`config.mk`:
```
export PLATFORM = sky130hd
export DESIGN_NAME = l1_line_fill_responder_flat
export DESIGN_NICKNAME = d
export VERILOG_FILES = /design/src/rtl/l1_line_fill_responder_if.sv /design/src/rtl/l1_line_fill_responder.sv /design/src/flat_wrapper.sv
export SDC_FILE = /design/constraint.sdc
export NUM_CORES = 1
export LEC_CHECK = 0
export BUFFER_PORTS_ARGS = -buffer_cell sky130_fd_sc_hd__buf_2
export CAP_MARGIN = 20
export CORE_MARGIN = 5
export CORE_UTILIZATION = 28
export CTS_CLUSTER_SIZE = 24
export DETAILED_ROUTE_END_ITERATION = 16
export PLACE_DENSITY = 0.55
export SLEW_MARGIN = 5
export SYNTH_ARGS = -nofsm -noshare
export SYNTH_HDL_FRONTEND = slang
export SYNTH_SLANG_ARGS = --single-unit
```
`constraint.sdc`:
```
create_clock -name clk -period 2.2 [get_ports clk]
set_clock_uncertainty 0.2 [all_clocks]
set_input_delay 0.22 -clock clk [delete_from_list [all_inputs] [get_ports clk]]
set_output_delay 0.22 -clock clk [all_outputs]
set_load 0.01 [all_outputs]
```
`src/rtl/l1_line_fill_responder_if.sv`:
```
// Signal bundle between the L1 icache line-fill port, the responder and word-wide memory.
// The responder is the slave; the icache/memory side (or a testbench) is the master.
interface l1_line_fill_responder_if;
    logic         l1_read;
    logic [15:0]  l1_address;
    logic         l1_resp;
    logic [127:0] l1_rdata;
    logic         inval;
    logic         mem_read;
    logic [15:0]  mem_address;
    logic         mem_resp;
    logic [15:0]  mem_rdata;

    modport slave (
        input  l1_read, l1_address, inval, mem_resp, mem_rdata,
        output l1_resp, l1_rdata, mem_read, mem_address
    );

    modport master (
        output l1_read, l1_address, inval, mem_resp, mem_rdata,
        input  l1_resp, l1_rdata, mem_read, mem_address
    );
endinterface

```
`src/rtl/l1_line_fill_responder.sv`:
```
// Fills one 128-bit icache line from eight 16-bit memory reads and returns it in one cycle.
// A single-line buffer answers repeated requests for the same line without touching memory.
module l1_line_fill_responder (
    input  logic                     clk,
    input  logic                     reset_n,
    l1_line_fill_responder_if.slave  bus
);
    typedef enum logic [1:0] {IDLE, FILL, RESPOND} state_t;

    state_t        state;
    logic [127:0]  line;
    logic [11:0]   buf_tag;
    logic          buf_valid;
    logic [11:0]   req_line;
    logic [2:0]    cnt;
    logic          fill_killed;
    logic          l1_resp_q;
    logic          mem_read_q;

    assign bus.l1_resp     = l1_resp_q;
    assign bus.l1_rdata    = line;
    assign bus.mem_read    = mem_read_q;
    assign bus.mem_address = {req_line, cnt, 1'b0};

    // NOTE: the line register is reset as well, because a reset mid-fill must not
    // leave partial data visible on l1_rdata.
    always_ff @(posedge clk or negedge reset_n) begin
        if (!reset_n) begin
            state       <= IDLE;
            line        <= '0;
            buf_tag     <= '0;
            buf_valid   <= 1'b0;
            req_line    <= '0;
            cnt         <= '0;
            fill_killed <= 1'b0;
            l1_resp_q   <= 1'b0;
            mem_read_q  <= 1'b0;
        end else begin
            l1_resp_q <= 1'b0;
            case (state)
                IDLE: begin
                    if (bus.l1_read) begin
                        if (buf_valid && buf_tag == bus.l1_address[15:4]) begin
                            state     <= RESPOND;
                            l1_resp_q <= 1'b1;
                        end else begin
                            req_line    <= bus.l1_address[15:4];
                            cnt         <= '0;
                            fill_killed <= 1'b0;
                            mem_read_q  <= 1'b1;
                            state       <= FILL;
                        end
                    end
                end
                FILL: begin
                    if (bus.inval) begin
                        fill_killed <= 1'b1;
                    end
                    if (bus.mem_resp) begin
                        line[{cnt, 4'b0000} +: 16] <= bus.mem_rdata;
                        if (cnt == 3'd7) begin
                            buf_tag    <= req_line;
                            buf_valid  <= !fill_killed;
                            mem_read_q <= 1'b0;
                            l1_resp_q  <= 1'b1;
                            state      <= RESPOND;
                        end else begin
                            cnt <= cnt + 3'd1;
                        end
                    end
                end
                RESPOND: begin
                    state <= IDLE;
                end
                default: begin
                    state      <= IDLE;
                    mem_read_q <= 1'b0;
                end
            endcase
            // Invalidate wins over a fill completing in the same cycle.
            if (bus.inval) begin
                buf_valid <= 1'b0;
            end
        end
    end
endmodule

```
`src/flat_wrapper.sv`:
```
// flat-port wrapper written by rule: the top's interface ports become plain ports
module l1_line_fill_responder_flat 
  (clk, reset_n, bus_l1_read, bus_l1_address, bus_inval, bus_mem_resp, bus_mem_rdata, bus_l1_resp, bus_l1_rdata, bus_mem_read, bus_mem_address);
  l1_line_fill_responder_if bus_i ();
  input  logic clk;
  input  logic reset_n;
  input wire logic [$bits(bus_i.l1_read)-1:0] bus_l1_read;
  input wire logic [$bits(bus_i.l1_address)-1:0] bus_l1_address;
  input wire logic [$bits(bus_i.inval)-1:0] bus_inval;
  input wire logic [$bits(bus_i.mem_resp)-1:0] bus_mem_resp;
  input wire logic [$bits(bus_i.mem_rdata)-1:0] bus_mem_rdata;
  output wire logic [$bits(bus_i.l1_resp)-1:0] bus_l1_resp;
  output wire logic [$bits(bus_i.l1_rdata)-1:0] bus_l1_rdata;
  output wire logic [$bits(bus_i.mem_read)-1:0] bus_mem_read;
  output wire logic [$bits(bus_i.mem_address)-1:0] bus_mem_address;
  assign bus_i.l1_read = bus_l1_read;
  assign bus_i.l1_address = bus_l1_address;
  assign bus_i.inval = bus_inval;
  assign bus_i.mem_resp = bus_mem_resp;
  assign bus_i.mem_rdata = bus_mem_rdata;
  assign bus_l1_resp = bus_i.l1_resp;
  assign bus_l1_rdata = bus_i.l1_rdata;
  assign bus_mem_read = bus_i.mem_read;
  assign bus_mem_address = bus_i.mem_address;
  l1_line_fill_responder u_core (.clk(clk), .reset_n(reset_n), .bus(bus_i));
endmodule
```
==> results.cfg <==
[timing]
hold_viol = 0
final.min_clock_period_ns = 2.11
timing.hold.ws_ns = 0.114
slew_headroom_pct = 62.7
clock.fmax_mhz = 474
tightest_slew_ns = 0.558
report.final.slew_viol_count = 0
setup_viol = 0
post-route-period-util_pct = 95.8
rsz0062_at_grt = yes

[yosys]
ys_types = 32
syn-num-nets = 600
yosys_warnings = 0
synth_area_um2 = 6330
synth_seq_cells = 161
yosysSeqAreaShare_pct = 63.7
syn-instance-count = 557
post_synth.cell_area_avg_um2 = 11.4

[drt]
first_pass_iters = 4
post-route-drc-count = 0
drtAntennaViolNets = 0
post_drt_wl_per_cell_um = 16.2
drt_iter0_drc = 260
avgViaCountPerCell = 4.39
vias = 4728
totalWireLength_um = 17500

[clock_tree]
root_buffer = clkbuf_16
clk_path_buf_depth = 2
clkLatencyLatePin_ns = 0.42
h-tree-depth = 4
post-cts-setup-buffers = 0
path_clk_slew_ns = 0.07
tritoncts = built
cts_sinks = 161
cts_buffers = 17

[critical_path]
cp.depth = 8
path_buf_inv = 2
max_stage_delay_ns = 0.36
path_common_cell = ha_4
r2r_start = u_core.cnt[0]
startpoint_type = flip-flop
r2r_cells = 8
slowest_stage = dfrtp_2
crit_type = flip-flop to flip-flop
critPathTopFamily = adder cells
worst_setup_path_end_kind = flip-flop
cp.arrival_ns = 2.21
cp_data_required_time_ns = 2.30
crit_chain = inv_2, ha_4, ha_4, and2b_2, nand3_2, nor2_4, buf_12, mux2_2
critPathMaxFanout = 16
crit_start = u_core.cnt[0]

[die]
die_h_um = 160
ios = 183
dieArea_um2 = 25700
core-area_um2 = 22400
fp-row-count = 55
start_util_pct = 28.2
fp.dieW_um = 160

[cells_and_area]
drive_gt1_share_pct = 38.0
antenna_cells = 0
syn_to_final_growth_pct = 37.5
final_nets = 823

[power_and_ir_drop]
seq_power_share_pct = 38.8
p_int_w = 0.00749
peakVddDrop_mv = 0.468
p_total_w = 0.0115
swShare_pct = 35.0
clock_power_share_pct = 27.4
p_comb_share_pct = 33.8
power_leakage_nw = 4.33
p_sw_w = 0.00403
power_density_nw_per_um2 = 1320

[grt]
antenna_found_initial = 0
grt_max_degree = 50
grt_usage_pct = 14.0
grt_pass1_vias = 4963
overflow = 0
grt_pass1_wl_um = 28500

[placed_design]
gp_congestion = 0.767
io_buffer_count = 177
place_hpwl_um = 12800

[job]
cap_violations = 0

[outcome]
status = finished, final reports clean

[min_path]
min-delay-path-class = input port to async pin
==> cell type report <==
type	instances	area (um^2)
Fill cell	2246	13700
Inverter	4	15.0
Clock buffer	18	429
Clock inverter	14	195
Sequential cell	161	4030
Timing Repair Buffer	232	1490
Multi-Input combinational cell	364	2190
Tap cell	285	357
==> path summary, 6_finish.rpt <==
kind | to | slack (ns)
max | u_core.bus.l1_rdata[76] | 0.09
min | u_core.req_line[11] | 0.11
max reg2reg | u_core.bus.l1_rdata[76] | 0.09
min reg2reg | u_core.bus.l1_rdata[105] | 0.28
max in group asynchronous | u_core.bus.l1_rdata[27] | 1.08
min in group clk | u_core.bus.l1_rdata[105] | 0.28
==> worst register-to-register path, stage by stage, from the launching register on <==
cell and delay (ns):
dfrtp_2 0.36, inv_2 0.06, ha_4 0.16, ha_4 0.27, and2b_2 0.18, nand3_2 0.09, nor2_4 0.15, buf_12 0.17
mux2_2 0.35
==> per-stage QoR <==
stage	instances	instance area (um^2)	worst slack, ns	utilization, %	TNS (ns)
finish	1078	8700	0.0924	38.8	0
global route	1078	8700	-0.0101	38.8	-0.0361
CTS	1078	8700	0.0626	38.8	0
detailed placement	1014	7750	-0.0512	34.6	-0.307
global placement	1014	7750	-0.0601	34.6	-0.409
floorplan	557	6370	-0.0107	-	-0.0966
==> repair_timing <==
action,4_1_cts,5_1_grt
resized for setup,1,1
endpoints found under the setup margin,10,16
hold buffers,32,0
hold endpoints to repair,307,0
==> synth_stat cells <==
cell type,number,area (um^2)
inv_1,4,15.0
nor3_1,1,5.00
o31ai_1,2,15.0
buf_6,3,33.8
nor2b_4,1,13.8
nand3_1,9,45.0
nor2_1,6,22.5
o21ai_0,98,490
mux2_1,1,11.3
nor2_4,1,11.3
nor4b_1,1,8.76
xnor2_1,12,105
buf_4,2,15.0
a21oi_1,3,15.0
o21ai_1,2,10.0
nor3b_2,1,12.5
clkbuf_1,21,78.8
and2b_1,1,7.51
ha_1,6,75.1
a311oi_1,1,8.76
dfrtp_1,161,4030
nor4_4,1,21.3
nand4_1,2,12.5
buf_2,2,10.0
nor2_2,1,6.26
conb_1,1,3.75
nand2_1,154,578
nand3_2,1,10.0
mux2_2,50,563
and2_1,2,12.5
mux2_4,5,75.1
a21o_1,1,7.51
==> registers in the layout, indices dropped and copies added (netlist names), 2 cells and up <==
name,count
u_core.buf_tag,12
u_core.bus.l1_rdata,128
u_core.cnt,3
u_core.req_line,12
u_core.state,2
==> cells by family after synthesis <==
logic type / Yosys count / share of synthesized area (%)
AOI/OAI and AO/OA: 107 / 8.64
xor gates and xnor gates: 12 / 1.66
adders and majority gates: 6 / 1.19
buffers and inverters: 32 / 2.41
DFF: 161 / 63.7
muxes: 56 / 10.3
other: 1 / 0.0593
and+or+nand+nor: 182 / 12.1
==> layout by cell type (no fill, tap or decap), types with 4 or more instances in the layout <==
master	netlist	layout
buf_12	0	8
buf_2	2	176
buf_4	2	15
clkbuf_16	0	17
dfrtp_1	161	159
dlygate4sd3_1	0	32
ha_1	6	4
inv_8	0	4
mux2_2	50	50
mux2_4	5	5
nand2_1	154	154
nand3_1	9	8
nor2_1	6	6
o21ai_0	98	98
xnor2_1	12	12
==> metal layers <==
metal	vias up	share of wire (%)	track usage, %	wire, um
li1	2322	-	-	-
met1	2288	48	19.3	8450
met2	102	46	21.7	7970
met3	16	4.5	3.57	796
met4	0	1.6	4.42	288
met5	-	0	0	0
==> power groups by stage <==
stage | clock, W | combinational [W] | sequential [W]
after global placement | 0 | 0.00390 | 0.00450
after global routing | 0.00335 | 0.00435 | 0.00461
after CTS | 0.00324 | 0.00399 | 0.00448
after floorplan | 0 | 0.00174 | 0.00492
final | 0.00315 | 0.00390 | 0.00447
after detailed placement | 0 | 0.00395 | 0.00452
(Power assumes the default switching activity.)
